## config.mk

```make
export PLATFORM = sky130hd
export DESIGN_NAME = uart_comm_host
export DESIGN_NICKNAME = d
export VERILOG_FILES = /design/src/rtl/uart_comm_pkg.sv /design/src/rtl/uart_comm_timer.sv /design/src/rtl/uart_comm_host.sv
export SDC_FILE = /design/constraint.sdc
export NUM_CORES = 1
export LEC_CHECK = 0
export ABC_AREA = 1
export CAP_MARGIN = 0
export CELL_PAD_IN_SITES_DETAIL_PLACEMENT = 1
export CELL_PAD_IN_SITES_GLOBAL_PLACEMENT = 2
export CORE_MARGIN = 2
export CORE_UTILIZATION = 34
export CTS_CLUSTER_DIAMETER = 200
export CTS_CLUSTER_SIZE = 8
export DETAILED_ROUTE_END_ITERATION = 10
export HOLD_SLACK_MARGIN = 0.12
export PLACE_DENSITY = 0.81
export SLEW_MARGIN = 40
export SYNTH_ARGS = -nofsm -noshare
export SYNTH_HDL_FRONTEND = slang
export SYNTH_SLANG_ARGS = --single-unit
```

## constraint.sdc

```tcl
create_clock -name sys_clk -period 5.25 [get_ports sys_clk]
set_input_delay 1.05 -clock sys_clk [delete_from_list [all_inputs] [get_ports sys_clk]]
set_output_delay 1.05 -clock sys_clk [all_outputs]
set_load 0.01 [all_outputs]
```

## src/rtl/uart_comm_pkg.sv

```systemverilog
// rtl/uart_comm_pkg.sv - shared types and constants for the UART packet host
// Contents: message types, packet length limits, response status codes,
// host state enumeration and the request byte generator.
package uart_comm_pkg;

    localparam logic [7:0] MSG_INFO    = 8'h00;
    localparam logic [7:0] MSG_INVALID = 8'h01;
    localparam logic [7:0] MSG_MIN_LEN = 8'd8;
    localparam logic [7:0] REQ_LEN     = 8'd8;

    localparam logic [2:0] RSP_OK      = 3'd0;
    localparam logic [2:0] RSP_TIMEOUT = 3'd1;
    localparam logic [2:0] RSP_BAD_LEN = 3'd2;
    localparam logic [2:0] RSP_BAD_HDR = 3'd3;
    localparam logic [2:0] RSP_RX_ERR  = 3'd4;

    typedef enum logic [1:0] {
        ST_IDLE,
        ST_SEND,
        ST_WAIT_LEN,
        ST_READ
    } state_e;

    // Request packets are fixed: length, two zero bytes, type, four zero pad bytes.
    function automatic logic [7:0] req_byte(input logic [2:0] idx, input logic [7:0] typ);
        logic [7:0] b;
        b = 8'h00;
        if (idx == 3'd0) b = REQ_LEN;
        if (idx == 3'd3) b = typ;
        return b;
    endfunction

endpackage

```

## src/rtl/uart_comm_timer.sv

```systemverilog
// rtl/uart_comm_timer.sv - inter-byte idle timeout counter
// Ports:
//   sys_clk, rst_n : clock, asynchronous active-low reset
//   en             : count while the host waits for response bytes
//   load           : reload the full timeout (packet start or any received byte)
//   expire         : high while enabled and the count has run out
module uart_comm_timer #(
    parameter int TIMEOUT_CYCLES = 12000000
) (
    input  logic sys_clk,
    input  logic rst_n,
    input  logic en,
    input  logic load,
    output logic expire
);

    localparam int CW = (TIMEOUT_CYCLES > 2) ? $clog2(TIMEOUT_CYCLES) : 1;
    localparam logic [CW-1:0] LOAD_VAL = CW'(TIMEOUT_CYCLES - 1);

    logic [CW-1:0] count_q;
    logic [CW-1:0] count_d;

    // Down-count from TIMEOUT_CYCLES-1 and hold at zero; the host leaves
    // its waiting states on expiry, so expire is effectively one cycle.
    always_comb begin
        count_d = count_q;
        if (load) begin
            count_d = LOAD_VAL;
        end else if (en && (count_q != '0)) begin
            count_d = count_q - 1'b1;
        end
    end

    always_ff @(posedge sys_clk or negedge rst_n) begin
        if (!rst_n) begin
            count_q <= '0;
        end else begin
            count_q <= count_d;
        end
    end

    assign expire = en && (count_q == '0);

endmodule

```

## src/rtl/uart_comm_host.sv

```systemverilog
// rtl/uart_comm_host.sv - host initiator for length-prefixed UART packets
// Ports:
//   sys_clk, rst_n          : clock (16x baud domain), asynchronous active-low reset
//   cmd_valid/cmd_type      : request strobe and message type; cmd_ready high in IDLE
//   tx_byte/transmit        : byte and one-cycle send pulse to the UART
//   is_transmitting         : UART transmitter busy
//   rx_byte/received        : byte and byte-valid pulse from the UART
//   recv_error              : UART framing error pulse
//   rsp_valid               : one-cycle completion pulse
//   rsp_status/type/length  : completion code, response byte 3, response byte 0
//   rsp_data                : payload bytes 4..11, byte 4 in [63:56]
module uart_comm_host
    import uart_comm_pkg::*;
#(
    parameter int MAX_LEN        = 60,
    parameter int TIMEOUT_CYCLES = 12000000
) (
    input  logic        sys_clk,
    input  logic        rst_n,
    input  logic        cmd_valid,
    input  logic [7:0]  cmd_type,
    output logic        cmd_ready,
    output logic [7:0]  tx_byte,
    output logic        transmit,
    input  logic        is_transmitting,
    input  logic [7:0]  rx_byte,
    input  logic        received,
    input  logic        recv_error,
    output logic        rsp_valid,
    output logic [2:0]  rsp_status,
    output logic [7:0]  rsp_type,
    output logic [7:0]  rsp_length,
    output logic [63:0] rsp_data
);

    localparam logic [7:0] MAX_LEN_B = 8'(MAX_LEN);

    state_e      state_q, state_d;
    logic [7:0]  cmd_type_q, cmd_type_d;
    logic [7:0]  idx_q, idx_d;
    logic [7:0]  len_q, len_d;
    logic        hdr_err_q, hdr_err_d;
    logic        cmd_ready_q, cmd_ready_d;
    logic [7:0]  tx_byte_q, tx_byte_d;
    logic        transmit_q, transmit_d;
    logic        rsp_valid_q, rsp_valid_d;
    logic [2:0]  rsp_status_q, rsp_status_d;
    logic [7:0]  rsp_type_q, rsp_type_d;
    logic [7:0]  rsp_length_q, rsp_length_d;
    logic [63:0] rsp_data_q, rsp_data_d;

    logic        fin;
    logic [2:0]  fin_status;
    logic [2:0]  slot;
    logic        send_fire;
    logic        last_req;
    logic        timer_en;
    logic        timer_load;
    logic        timer_expire;

    // A pulse is never issued two cycles running: the UART only raises
    // is_transmitting one cycle after seeing transmit.
    assign send_fire  = !is_transmitting && !transmit_q;
    assign last_req   = (idx_q == (REQ_LEN - 8'd1));
    assign timer_en   = (state_q == ST_WAIT_LEN) || (state_q == ST_READ);
    assign timer_load = ((state_q == ST_SEND) && send_fire && last_req)
                      || (timer_en && received);

    // Payload byte 4 lands in the top byte lane, byte 11 in the bottom one.
    assign slot = 3'(8'd11 - idx_q);

    uart_comm_timer #(
        .TIMEOUT_CYCLES(TIMEOUT_CYCLES)
    ) u_timer (
        .sys_clk(sys_clk),
        .rst_n  (rst_n),
        .en     (timer_en),
        .load   (timer_load),
        .expire (timer_expire)
    );

    always_comb begin
        state_d      = state_q;
        cmd_type_d   = cmd_type_q;
        idx_d        = idx_q;
        len_d        = len_q;
        hdr_err_d    = hdr_err_q;
        tx_byte_d    = tx_byte_q;
        transmit_d   = 1'b0;
        rsp_valid_d  = 1'b0;
        rsp_status_d = rsp_status_q;
        rsp_type_d   = rsp_type_q;
        rsp_length_d = rsp_length_q;
        rsp_data_d   = rsp_data_q;
        fin          = 1'b0;
        fin_status   = RSP_OK;

        unique case (state_q)
            ST_IDLE: begin
                if (cmd_valid) begin
                    cmd_type_d = cmd_type;
                    idx_d      = 8'd0;
                    rsp_data_d = 64'd0;
                    hdr_err_d  = 1'b0;
                    state_d    = ST_SEND;
                end
            end
            ST_SEND: begin
                if (send_fire) begin
                    transmit_d = 1'b1;
                    tx_byte_d  = req_byte(idx_q[2:0], cmd_type_q);
                    idx_d      = idx_q + 8'd1;
                    if (last_req) begin
                        state_d = ST_WAIT_LEN;
                    end
                end
            end
            ST_WAIT_LEN: begin
                if (recv_error) begin
                    fin        = 1'b1;
                    fin_status = RSP_RX_ERR;
                end else if (received) begin
                    // A zero byte is line filler ahead of the length byte.
                    if (rx_byte != 8'h00) begin
                        rsp_length_d = rx_byte;
                        if ((rx_byte < MSG_MIN_LEN) || (rx_byte > MAX_LEN_B)) begin
                            fin        = 1'b1;
                            fin_status = RSP_BAD_LEN;
                        end else begin
                            len_d   = rx_byte;
                            idx_d   = 8'd1;
                            state_d = ST_READ;
                        end
                    end
                end else if (timer_expire) begin
                    fin        = 1'b1;
                    fin_status = RSP_TIMEOUT;
                end
            end
            ST_READ: begin
                if (recv_error) begin
                    fin        = 1'b1;
                    fin_status = RSP_RX_ERR;
                end else if (received) begin
                    idx_d = idx_q + 8'd1;
                    if (((idx_q == 8'd1) || (idx_q == 8'd2)) && (rx_byte != 8'h00)) begin
                        hdr_err_d = 1'b1;
                    end
                    if (idx_q == 8'd3) begin
                        rsp_type_d = rx_byte;
                    end
                    if ((idx_q >= 8'd4) && (idx_q <= 8'd11)) begin
                        rsp_data_d[{slot, 3'b000} +: 8] = rx_byte;
                    end
                    if (idx_q == (len_q - 8'd1)) begin
                        fin        = 1'b1;
                        fin_status = hdr_err_d ? RSP_BAD_HDR : RSP_OK;
                    end
                end else if (timer_expire) begin
                    fin        = 1'b1;
                    fin_status = RSP_TIMEOUT;
                end
            end
            default: begin
                state_d = ST_IDLE;
            end
        endcase

        if (fin) begin
            rsp_valid_d  = 1'b1;
            rsp_status_d = fin_status;
            state_d      = ST_IDLE;
        end

        cmd_ready_d = (state_d == ST_IDLE);
    end

    always_ff @(posedge sys_clk or negedge rst_n) begin
        if (!rst_n) begin
            state_q      <= ST_IDLE;
            cmd_type_q   <= 8'd0;
            idx_q        <= 8'd0;
            len_q        <= 8'd0;
            hdr_err_q    <= 1'b0;
            cmd_ready_q  <= 1'b1;
            tx_byte_q    <= 8'd0;
            transmit_q   <= 1'b0;
            rsp_valid_q  <= 1'b0;
            rsp_status_q <= 3'd0;
            rsp_type_q   <= 8'd0;
            rsp_length_q <= 8'd0;
            rsp_data_q   <= 64'd0;
        end else begin
            state_q      <= state_d;
            cmd_type_q   <= cmd_type_d;
            idx_q        <= idx_d;
            len_q        <= len_d;
            hdr_err_q    <= hdr_err_d;
            cmd_ready_q  <= cmd_ready_d;
            tx_byte_q    <= tx_byte_d;
            transmit_q   <= transmit_d;
            rsp_valid_q  <= rsp_valid_d;
            rsp_status_q <= rsp_status_d;
            rsp_type_q   <= rsp_type_d;
            rsp_length_q <= rsp_length_d;
            rsp_data_q   <= rsp_data_d;
        end
    end

    assign cmd_ready  = cmd_ready_q;
    assign tx_byte    = tx_byte_q;
    assign transmit   = transmit_q;
    assign rsp_valid  = rsp_valid_q;
    assign rsp_status = rsp_status_q;
    assign rsp_type   = rsp_type_q;
    assign rsp_length = rsp_length_q;
    assign rsp_data   = rsp_data_q;

endmodule

```

* Word-level counts from Yosys, hierarchy flattened
Index checks and enable logic that the tools add are counted.
** Storage, ports and cells
- Register bits after elaboration :: 145
- Output and inout bits :: 94
- Word-level logic and storage cells :: 133
- Bits of input ports :: 22
** Cells by class
- Bitwise logic cells :: 2
- Mux-type cells :: 58
- Equality and inequality tests :: 18
- Shift operators :: 2
- $lt $le $gt $ge :: 4
- Reduce and logical (&&, ||, !) cells :: 30
- $add $sub $neg :: 5
** Operator list (count)
- $mux 64 :: 4
- $pmux 64 s2 :: 1
- $mux 8 :: 9
- $bwmux 64 :: 1
- $shift 8x8->64 const A :: 1
- $shiftx 8x8->64 :: 1
- $mux 24 :: 2
- $pmux 8 s4 :: 1
- $logic_not 24->1 :: 1
- $mux 2 :: 12
- $reduce_bool 24->1 :: 1
- $sub 24x1->24 const B :: 1
- $mux 1 :: 19
- $eq 8x2->1 const B :: 2
- $ne 2x2->1 const B :: 7
- $mux 3 :: 4
- $reduce_and 4->1 :: 3
- $reduce_and 5->1 :: 2
- $add 8x1->8 const B :: 1
- $eq 8x1->1 const B :: 1
- $eq 8x3->1 const B :: 1
- $eq 8x8->1 :: 1
- $ge 8x3->1 const B :: 1
- $gt 8x6->1 const B :: 1
- other kinds (23) :: 41

* Longest topological paths before layout
Gate-level depths: netlist of the first run.
- Word-level depth :: 12
- Gate-level depth with buffers :: 16
- Gate-level depth less buffers :: 16

* Modules after synthesis
From an unflattened synthesis of the first run, not the netlist that was laid out.
** Second synthesis, totals
- Cell total of the unflattened synthesis :: 919
- Area, all modules :: 7239.4 sq um
** Modules (own cells, without submodules)
- uart_comm_host :: cells an instance 663, instances 1, sequential area each 3029.2 sq um, area each 5537.8 sq um
- uart_comm_timer :: cells an instance 256, instances 1, sequential area each 600.6 sq um, area each 1701.6 sq um

* Least setup slack after synthesis of the first run
Ideal clock, no wire load.
- Path type :: input -> register
- From :: in rx_byte[7]
- To :: reg idx_q[4]
- Stages on the path :: 10
- Arrival time :: 2.128 ns
- Library setup time :: 0.095 ns
- Path slack :: 3.027 ns
- Required time :: 5.155 ns
- Buffers on the path :: 1
- Path through :: nor2_1 > nand4_1 > nor2_1 > nand2_1 > nand2_1 > nor2_1 > o21ai_2 > buf_6 > nand2_1 > o31ai_1
** Between the ends
- Cells in the longest elaborated chain, start to end :: 4
- Elaborated cells between the ends (all ways) :: 7
- Classes of those cells :: order compare (2); eq/ne (2); reduce/logical (3)
** Ends and longest elaborated chain
- start: declaration :: line uart_comm_host.sv:26 : input logic [7:0] rx_byte,
- $lt 8x4->1 / $gt 8x6->1 (equally long branches) :: line uart_comm_host.sv:126 : if ((rx_byte < MSG_MIN_LEN) || (rx_byte > MAX_LEN_B)) begin
- $logic_or 1x1->1 :: line uart_comm_host.sv:126
- $ne 2x2->1 (no line)
- $reduce_and 8->1 (no line) *
- end signal: assignment :: line uart_comm_host.sv:196 : idx_q <= idx_d;
- end: declaration :: line uart_comm_host.sv:40 : logic [7:0] idx_q, idx_d;
Every way passes the cells marked *; elsewhere a longest branch is shown, timed or not.
A chain may end at the register's enable or synchronous reset.

* Worst setup path in the final report of the first run
- From :: in received
- To :: reg state_q[0]
** Between the ends
- Cells in the longest elaborated chain, start to end :: 4
- Elaborated cells between the ends (all ways) :: 9
- Classes of those cells :: mux (9)
** Ends and longest elaborated chain
- start: declaration :: line uart_comm_host.sv:27 : input logic received,
- $mux 2 (tied with other cells) :: line uart_comm_host.sv:122 : end else if (received) begin
- $mux 2 (tied with other cells) :: line uart_comm_host.sv:119 : if (recv_error) begin
- $pmux 2 s3 / $pmux 1 s2 (equally long branches) :: line uart_comm_host.sv:98 : unique case (state_q)
- $mux 2 * :: line uart_comm_host.sv:169 : if (fin) begin
- named net state_d[0] :: line uart_comm_host.sv:38 : state_e state_q, state_d;
- end signal: assignment :: line uart_comm_host.sv:194 : state_q <= state_d;
- end: declaration :: line uart_comm_host.sv:38
The timed path passes the listed nets; every way through them passes the cells marked *.

==> run_results.csv, run 1 <==
group,metric,value,unit
critical_path,crit_start,"received",
power,powerDensity,473,nW/µm²
global_routing,grt_pass1_wl,34.9,mm
yosys,synth_area,7030,µm²
status,status,"finished, final reports clean",
yosys,synth.avg_cell_area,8.33,µm²
critical_path,timing.reg2reg.setup_slack,2770,ps
worst_hold_path,holdCritStartpoint,"rsp_type[1]",
global_routing,grt-ovfl-total,0,
final_layout,syn_to_final_growth,28.6,%
critical_path,r2r_end,"rsp_data[16]",
clock_network,cts_max_path_buffers,2,
floorplan,initial_utilization,34.7,%
yosys,synthTopCellsByArea,"dfrtp_1, nand2_1, o21ai_0",
critical_path,r2r_cells,6,
global_routing,grt_start_max_net_pins,67,
worst_hold_path,hold_depth,2,
final_layout,drive_above_1_share,8.29,%
yosys,seq_area_frac_synth,51.6,%
power,ir_drop,0.000276,V
timing,setup_viol_count_final,0,
final_layout,num_antenna_cells,0,
worst_hold_path,min_to,"rsp_type[1]",
clock_network,cts_resized,0,
timing,finalHoldViolCount,0,
clock_network,clock_latency,430,ps
final_layout,fillers,2392,
yosys,yosysTopAreaCell,"dfrtp_1",
detailed_routing,vias,6103,
detailed_routing,avgRoutedWirePerCell,17.0,µm
placed_design,io_buffers,115,
global_routing,grt_pass1_vias,6458,
detailed_routing,drtAntennaViolNets,0,
floorplan,rows,52,
floorplan,ios,116,
critical_path,path_class,"input pin to flip-flop",
worst_hold_path,min_path_type,"flip-flop to flip-flop",
clock_network,cts_sinks,145,
global_routing,track_usage,20.3,%
critical_path,crit_arrival,3240,ps
detailed_routing,drt-pass1-iter-count,4,
global_routing,antenna_found_initial,0,
timing,skew,10.0,ps
job,drv_cap,0,
clock_network,clk_pin_slew,60,ps
floorplan,die-area,21800,µm²
yosys,yosysUniqueCellTypes,39,
placed_design,place.detailed.hpwl,15.7,mm
timing,min_period,2900,ps
timing,fin_setup_tns,0,ps
timing,fin_crit_sh,55.1,%
floorplan,die_width,148,µm
timing,maxSlewViolCount,0,
floorplan,die_h,148,µm
timing,slew_headroom,56.9,%
detailed_routing,drt_iter0_drc,263,
clock_network,cts_buffers,17,
critical_path,worst-endpoint-required,5590,ps
final_layout,layout.nets,995,
yosys,yosys.area.top_type_share,51.3,%
detailed_routing,drc,0,
critical_path,timing.rr.start,"idx_q[0]",
power,leakagePower,0.00401,µW
detailed_routing,drt_wl_total,21.2,mm
yosys,syn_nets,875,
floorplan,core,20200,µm²
placed_design,gp_congestion,0.818,
yosys,synth-seq-cells,145,
clock_network,tritoncts,"yes",
timing,rsz0062_at_grt,"no",
critical_path,critPathMaxFanout,15,
timing,worstMarginPinSlew,647,ps
critical_path,crit_path_end_kind,"flip-flop",
clock_network,h-tree-depth,4,
yosys,synthCells,844,
detailed_routing,avgViaCountPerCell,4.89,
power,report.power.total,4270,µW
timing,fmax,0.345,GHz
critical_path,critPathLaunchType,"input pin",
yosys,synth_warnings,0,
clock_network,cts_hold_buffers,0,
clock_network,cts_setup_buffers,0,
clock_network,cts_root_buffer,"clkbuf_16",
[metrics by stage]
stage / hold slack (ps) / instance area, µm² / utilization, % / cells / worst slack [ps]
2_1_floorplan: 457 / 7030 / - / 844 / 3030
3_3_place_gp: 458 / 8440 / 41.7 / 1215 / 1910
3_5_place_dp: 467 / 8440 / 41.7 / 1215 / 1930
4_1_cts: 484 / 9040 / 44.7 / 1247 / 2370
5_1_grt: 515 / 9040 / 44.7 / 1247 / 2060
6_report: 483 / 9040 / 44.7 / 1247 / 2350
[worst max-delay path by stage]
stage	end	cells past startpoint
3_5_place_dp	state_q[0]	8
6_report	state_q[0]	8
2_1_floorplan	idx_q[4]	10
5_1_grt	state_q[0]	8
3_3_place_gp	state_q[0]	8
4_1_cts	state_q[0]	8
[cell families (layout without fill, tap and decap cells)]
family | Yosys count | count (layout) | synth area share [%]
flops | 145 | 145 | 51.6
xor+xnor | 24 | 24 | 2.99
simple gates | 398 | 398 | 24.7
mux | 1 | 1 | 0.142
fa+ha+maj | 9 | 9 | 1.60
compound gates | 160 | 160 | 12.6
buf+inv | 107 | 240 | 6.35
[sequential cells by signal, summed over array words and instances (netlist names)]
register	flops
cmd_type_q	8
rsp_type	8
rsp_status	3
transmit	1
len_q	8
idx_q	8
tx_byte	8
rsp_data	64
rsp_valid	1
cmd_ready	1
u_timer.count_q	24
hdr_err_q	1
rsp_length	8
state_q	2
[area by class of cell]
cell class                 instances  area [µm²]  share of cell area (%)
timing repair buffer             117        1170                    12.9
clock buffer                      17         425                    4.71
tap                              270         338                    3.74
sequential                       145        3630                    40.2
clock inverter                    15         174                    1.92
inverter                          91         347                    3.83
multi-input combinational        592        2960                    32.7
[where the power goes]
part | internal [µW] | leakage (µW) | switching (µW)
combinational | 504 | 0.00179 | 978
clock | 716 | 0.000287 | 536
sequential | 1340 | 0.00193 | 201
[critical path, cell delays in order]
cell	delay, ps
clkdlybuf4s50_1	510
inv_1	70
nor2_1	180
inv_1	110
nor2_1	270
nand4_1	560
nand3_1	300
a21boi_0	180
[synthesized netlist by cell type]
library cell,number
inv_4,1
nor2_4,1
nor2_2,7
nand3b_1,2
clkbuf_1,5
buf_4,3
nand3_2,1
nand2_1,222
inv_2,6
nand4_2,1
buf_2,5
o31ai_1,13
a31oi_1,1
o21ai_2,8
xor2_1,19
or2_2,2
nor4_2,1
o31ai_2,2
dfrtp_1,144
nand4_1,11
dfstp_2,1
nand2_2,5
clkinv_2,2
o21ai_1,15
o21ai_0,110
a21boi_0,1
nand2_4,5
xnor2_1,5
nor3_1,17
nor2_1,73
o221ai_1,1
inv_1,82
buf_6,3
ha_1,9
mux2i_1,1
a21oi_1,9
nor4_1,3
nand3_1,46
nand2_8,1
[cells in the final DEF (no fill, tap or decap), types with 2 or more instances in the layout]
cell type,count
dfrtp_1,144
nor4_1,3
clkinvlp_4,3
clkdlybuf4s50_1,114
xor2_1,19
inv_8,3
xnor2_1,5
nand3b_1,2
nand2_1,222
nor3_1,17
o21ai_2,8
inv_1,82
nand3_1,46
o21ai_1,15
nor2_1,71
nand2_2,5
clkinv_4,2
clkinv_2,3
clkbuf_16,17
nand4_1,11
nor2_2,9
o31ai_1,13
bufinv_16,2
a21oi_1,9
nand2_4,5
inv_2,6
inv_6,4
buf_4,2
o21ai_0,110
o31ai_2,2
ha_1,9
or2_2,2
[per-layer routing]
layer	vias up	global-route usage, %	wire, µm
met4	0	4.66	206
met3	18	4.17	906
met5	-	0	0
met2	125	33.7	9900
li1	2996	-	-
met1	2964	27.5	10200
Power figures use the tool's default switching activity.
==> run 2: changes to the inputs <==
--- a/config.mk
+++ b/config.mk
@@ -10,12 +10,12 @@
 export CELL_PAD_IN_SITES_DETAIL_PLACEMENT = 1
 export CELL_PAD_IN_SITES_GLOBAL_PLACEMENT = 2
 export CORE_MARGIN = 2
-export CORE_UTILIZATION = 34
+export CORE_UTILIZATION = 32
 export CTS_CLUSTER_DIAMETER = 200
 export CTS_CLUSTER_SIZE = 8
 export DETAILED_ROUTE_END_ITERATION = 10
 export HOLD_SLACK_MARGIN = 0.12
-export PLACE_DENSITY = 0.81
+export PLACE_DENSITY = 0.77
 export SLEW_MARGIN = 40
 export SYNTH_ARGS = -nofsm -noshare
 export SYNTH_HDL_FRONTEND = slang
==> constraint.sdc (replaced) <==
create_clock -name sys_clk -period 2.83 [get_ports sys_clk]
set_input_delay 0.566 -clock sys_clk [delete_from_list [all_inputs] [get_ports sys_clk]]
set_output_delay 0.566 -clock sys_clk [all_outputs]
set_load 0.01 [all_outputs]
==> run 2 against run 1 <==
Compared with the run above:
- global-route usage shrank 0.65 points
- sequential share of layout area is 0.44 points lower
- clock skew fell by 1.5 ps
- count of clock-buffer cells in the layout increased by 2
- hold slack improved by 3.6 ps
- core utilization shrank 2.5 points
- first-iteration DRC count is 13% lower
- setup slack got worse by 2000 ps
- largest power group is now combinational cells
==> run_results.csv, run 2 (synthesis gave the netlist of run 1 again) <==
group,metric,value,unit
global_routing,grtUsageMet3,3.21,%
critical_path,path_class,"flip-flop to flip-flop",
global_routing,grt_busiest_layer,"met2",
timing,fmax,0.410,GHz
floorplan,ios,116,
status,status,"finished, final reports clean",
final_layout,final_cell_mix,"nand2_1, dfrtp_1, clkdlybuf4s50_1",
final_layout,final_area,9140,µm²
power,leakagePower,0.00408,µW
worst_hold_path,hold_depth,2,
detailed_routing,avgRoutedWirePerCell,17.3,µm
timing,setup_viol_count_final,0,
clock_network,tritoncts,"yes",
timing,timing.hold.ws,487,ps
global_routing,grt_pass1_wl,36.1,mm
floorplan,die_h,152,µm
timing,rsz0062_at_grt,"no",
critical_path,crit_path_end_kind,"flip-flop",
clock_network,h-tree-depth,4,
final_layout,layout_commonest_cell,"nand2_1",
global_routing,use_met1,27.1,%
final_layout,syn_to_final_growth,30.0,%
timing,skew,8.51,ps
clock_network,cts_setup_buffers,0,
timing,finalHoldViolCount,0,
detailed_routing,vias,6153,
final_layout,layout.nets,1012,
placed_design,place.detailed.hpwl,16.8,mm
floorplan,die-area,23200,µm²
floorplan,die_width,152,µm
timing,maxSlewViolCount,0,
detailed_routing,drc,0,
clock_network,cts_sinks,145,
timing,fin_setup_tns,0,ps
timing,fin_crit_sh,86.2,%
global_routing,grt-ovfl-total,0,
global_routing,antenna_found_initial,0,
critical_path,r2r_cells,6,
final_layout,final_util,42.1,%
detailed_routing,drtAntennaViolNets,0,
final_layout,largest_reg_flops,64,
power,ir_drop,0.000433,V
detailed_routing,drt_iter0_drc,228,
floorplan,rows,54,
final_layout,drive_above_1_share,9.26,%
global_routing,grt_use_met2,32.3,%
global_routing,grt_start_max_net_pins,69,
placed_design,gp_congestion,0.784,
clock_network,cts_resized,0,
detailed_routing,avgViaCountPerCell,4.83,
global_routing,track_usage,19.7,%
detailed_routing,drt-pass1-iter-count,4,
critical_path,crit_arrival,2770,ps
power,report.power.total,7840,µW
clock_network,cts_root_buffer,"clkbuf_16",
clock_network,cts_max_path_buffers,2,
detailed_routing,drt_wl_total,22.0,mm
clock_network,clk_pin_slew,60,ps
critical_path,critPathLaunchType,"flip-flop",
floorplan,initial_utilization,32.4,%
critical_path,worst-endpoint-required,3160,ps
global_routing,grt_pass1_vias,6410,
timing,min_period,2440,ps
clock_network,clock_latency,420,ps
placed_design,dpl_cell_area,8580,µm²
timing,worstMarginPinSlew,543,ps
job,drv_cap,0,
worst_hold_path,min_path_type,"flip-flop to flip-flop",
critical_path,critPathMaxFanout,8,
clock_network,cts_buffers,17,
placed_design,io_buffers,115,
timing,slew_headroom,63.7,%
power,powerDensity,857,nW/µm²
floorplan,core,21700,µm²
==> run 2: cell count changes in the layout (fill, tap and decap cells not counted), sizes merged <==
cell,change
clkbuf,+2
clkinv,+6
inv,-6
clkinvlp,-2
bufinv,-1
diode,+1
buf,+16
dlygate4sd3,+1
==> run 2: layout make-up <==
cell class	count	area, µm²
flip-flops and latches	145	3630
clock buffers	19	433
clock inverters	12	114
diodes	1	2.50
fillers	2583	12500
multi-input cells	592	2950
inverters	91	347
repair buffers	134	1310
well taps	280	350
==> run 2: through the flow <==
stage | std cells | worst slack, ps
after detailed placement | 1241 | 155
after global placement | 1241 | 241
after floorplan | 844 | 967
after global routing | 1273 | 173
final | 1274 | 389
after CTS | 1273 | 395
==> run 2: worst max-delay path, cell delays in order (launching register included) <==
cell and delay [ps]:
dfrtp_1 480, ha_1 330, ha_1 450, inv_1 180, nor3_1 430, inv_1 250
o21ai_0 240
==> run 2: power by group <==
group          internal (µW)  total (µW)  switching [µW]
logic                    992        2860            1870
clock network           1210        2130             923
registers               2480        2850             363
total                   4690        7840            3150
==> run 2: per-layer routing <==
layer | vias up | wire, µm
met5 | - | 0
met4 | 0 | 294
met3 | 21 | 573
met2 | 85 | 10500
met1 | 3017 | 10700
li1 | 3030 | -
==> run 2: final timing paths <==
kind	from	endpoint	slack, ps
min reg2reg	rsp_type[4]	rsp_type[4]	490
max in group asynchronous	rst_n	rsp_data[27]	1430
max	idx_q[0]	rsp_data[14]	390
min	rsp_type[4]	rsp_type[4]	490
max reg2reg	idx_q[0]	rsp_data[14]	390
min in group asynchronous	rst_n	rsp_type[2]	650
==> run 2: what timing repair did <==
item | 4_1_cts | 5_1_grt
endpoints found under the hold margin | 44 | 0
setup endpoints to repair | 0 | 0
hold buffers | 1 | 0
==> run 3: changes to the inputs <==
--- a/config.mk
+++ b/config.mk
@@ -5,17 +5,17 @@
 export SDC_FILE = /design/constraint.sdc
 export NUM_CORES = 1
 export LEC_CHECK = 0
-export ABC_AREA = 1
+export ABC_AREA = 0
 export CAP_MARGIN = 0
 export CELL_PAD_IN_SITES_DETAIL_PLACEMENT = 1
 export CELL_PAD_IN_SITES_GLOBAL_PLACEMENT = 2
 export CORE_MARGIN = 2
-export CORE_UTILIZATION = 32
+export CORE_UTILIZATION = 34
 export CTS_CLUSTER_DIAMETER = 200
 export CTS_CLUSTER_SIZE = 8
 export DETAILED_ROUTE_END_ITERATION = 10
 export HOLD_SLACK_MARGIN = 0.12
-export PLACE_DENSITY = 0.77
+export PLACE_DENSITY = 0.9
 export SLEW_MARGIN = 40
 export SYNTH_ARGS = -nofsm -noshare
 export SYNTH_HDL_FRONTEND = slang
==> run 3 against run 2 <==
Compared with the run above:
- count of clock-buffer cells in the layout fell by 2
- global-route usage up 0.080 points
- core utilization up 3.7 points
==> run_results.csv, run 3 <==
group,metric,value,unit
job,drv_cap,0,
clock_network,clk_pin_slew,70,ps
yosys,synthTopCellsByArea,"dfrtp_1, a22o_1, nand2_1",
placed_design,gp_congestion,0.830,
yosys,yosysUniqueCellTypes,59,
floorplan,die_width,144,µm
placed_design,place_ws,-31.5,ps
yosys,yosys.area.top_type_share,54.0,%
power,powerDensity,613,nW/µm²
critical_path,worst-endpoint-required,3130,ps
yosys,synth-seq-cells,145,
timing,fin_crit_sh,96.5,%
global_routing,grt_pass1_wl,31.8,mm
clock_network,cts_buffers,17,
yosys,synth_compound_area_share,15.7,%
yosys,seq_area_frac_synth,54.4,%
yosys,synth_top_family_by_area,"simple AND/OR/NAND/NOR gates",
floorplan,initial_utilization,34.5,%
yosys,synth_xor_xnor_area_share,4.07,%
power,leakagePower,0.00373,µW
critical_path,critPathLaunchType,"flip-flop",
detailed_routing,drt_iter0_drc,238,
clock_network,cts_root_buffer,"clkbuf_16",
timing,finalHoldViolCount,0,
global_routing,grt_start_max_net_pins,76,
placed_design,io_buffers,115,
yosys,yosysMostFrequentCell,"dfrtp_1",
yosys,synthCells,604,
yosys,synthTopCellsByCount,"dfrtp_1, nand2_1, a22o_1",
yosys,synth.avg_cell_area,11.0,µm²
final_layout,syn_to_final_growth,33.0,%
timing,fmax,0.366,GHz
placed_design,dp_cells,988,
placed_design,dpl_cell_area,8250,µm²
timing,min_period,2730,ps
floorplan,ios,116,
yosys,synthAdderAreaFrac,1.69,%
final_layout,final_area,8870,µm²
global_routing,grt_pass1_vias,5761,
detailed_routing,drc,0,
floorplan,die_h,144,µm
final_layout,multi_input_area,2850,µm²
global_routing,track_usage,19.7,%
final_layout,fillers,2097,
timing,maxSlewViolCount,0,
power,ir_drop,0.000401,V
clock_network,clock_latency,420,ps
timing,rsz0062_at_grt,"no",
detailed_routing,vias,5412,
final_layout,layout.nets,776,
critical_path,critPathMaxFanout,5,
yosys,yosysTopAreaCell,"dfrtp_1",
final_layout,num_antenna_cells,0,
floorplan,rows,51,
final_layout,seqCellArea,3630,µm²
timing,setup_viol_count_final,0,
critical_path,crit_arrival,3030,ps
detailed_routing,avgRoutedWirePerCell,19.0,µm
power,combinationalPowerShare,17.3,%
status,status,"finished, final reports clean",
timing,worstMarginPinSlew,686,ps
yosys,synth-edff-count,0,
yosys,synth_warnings,0,
yosys,synthFlopType,"dfrtp_1",
floorplan,core,19300,µm²
placed_design,place.detailed.hpwl,14.2,mm
global_routing,antenna_found_initial,0,
timing,fin_ws,98.2,ps
power,seq_power_share,42.3,%
detailed_routing,avgViaCountPerCell,5.29,
critical_path,path_class,"flip-flop to flip-flop",
final_layout,final_cell_mix,"dfrtp_1, clkdlybuf4s50_1, nand2_1",
yosys,async_flop_share,100,%
final_layout,layout_commonest_cell,"dfrtp_1",
clock_network,tritoncts,"yes",
detailed_routing,drt_wl_total,19.5,mm
power,internal-power,3790,µW
detailed_routing,drt-pass1-iter-count,4,
yosys,syn_nets,635,
yosys,synth_area,6670,µm²
final_layout,largest_reg_flops,64,
power,p_sw,1640,µW
final_layout,fin_cells,1023,
detailed_routing,drtAntennaViolNets,0,
clock_network,cts_max_path_buffers,2,
critical_path,crit_path_end_kind,"flip-flop",
worst_hold_path,min_path_type,"input pin to async pin",
clock_network,cts_sinks,145,
power,swShare,30.2,%
clock_network,h-tree-depth,4,
timing,skew,8.11,ps
final_layout,drive_above_1_share,15.0,%
yosys,synthSimpleGateAreaFrac,16.8,%
timing,slew_headroom,54.2,%
yosys,yosys-mux-area-fraction,4.22,%
power,power.share.clock,40.4,%
floorplan,die-area,20800,µm²
global_routing,grt-ovfl-total,0,
-- run 3: changes by cell type in the layout (fill, tap and decap cells not counted), sizes merged, moves of 34 or more --
cell	delta
o21ai	-111
a22o	+62
nand2	-142
inv	-71
nor2	-48
nand3	-34
-- run 3: power by group through the flow --
stage / combinational [µW] / clock [µW] / sequential [µW]
after CTS: 938 / 2230 / 2300
after floorplan: 582 / 0 / 2310
final: 939 / 2200 / 2300
after global placement: 899 / 0 / 2330
after global routing: 1030 / 2330 / 2320
after detailed placement: 929 / 0 / 2340
-- run 3: cell families after synthesis --
group,count (synthesis)
buffers and inverters,42
DFF,145
adders and majority gates,9
xor gates and xnor gates,31
AOI/OAI and AO/OA,128
and+or+nand+nor,224
muxes,25
-- run 3: path summary, 6_finish.rpt --
| path | slack, ps | start | depth (start not counted) | to |
|---|---|---|---|---|
| min in group sys_clk | 500 | cmd_type_q[4] | 1 | tx_byte[4] |
| hold reg to reg | 500 | cmd_type_q[4] | 1 | tx_byte[4] |
| setup / recovery | 100 | len_q[1] | 8 | rsp_status[1] |
| hold / removal | 160 | rst_n | 1 | rsp_data[14] |
| max in group asynchronous | 1800 | rst_n | 2 | cmd_ready |
| setup reg to reg | 100 | len_q[1] | 8 | rsp_status[1] |
-- run 3: metrics by stage --
stage | hold slack, ps | TNS (ps) | util, % | power (µW)
floorplan | 270 | 0 | - | 2890
detailed placement | 479 | -31.5 | 42.7 | 3270
finish | 162 | 0 | 45.9 | 5440
CTS | 184 | 0 | 45.7 | 5470
global placement | 471 | 0 | 42.7 | 3230
global route | 205 | 0 | 45.9 | 5690
-- run 3: worst max-delay path, stage by stage (launching register included) --
cell       delay, ps
dfrtp_1          380
inv_1             80
ha_2             190
or3b_4           390
or4_1            480
a211o_1          340
a2111oi_4        240
o211ai_2         190
a211o_1          330
-- run 3: repair_timing --
item / 4_1_cts / 5_1_grt
setup endpoints to repair: 1 / 2
pin swaps: 3 / 2
resized for setup: 1 / 1
hold buffers: 0 / 0
setup buffers: 2 / 1
-- run 3: area by class of cell --
class                   count  area share [%]
clock inverters            15            1.68
well taps                 265            3.74
repair buffers            152            16.3
inverters                  12           0.508
clock buffers              17            4.80
multi-input cells         417            32.1
flip-flops and latches    145            40.9
-- run 3: routing by layer --
layer	global-route usage [%]	wire length, µm	vias up
met1	25.8	8790	2807
li1	-	-	2468
met5	0	0	-
met4	5.26	214	0
met3	3.38	741	14
met2	33.9	9710	123
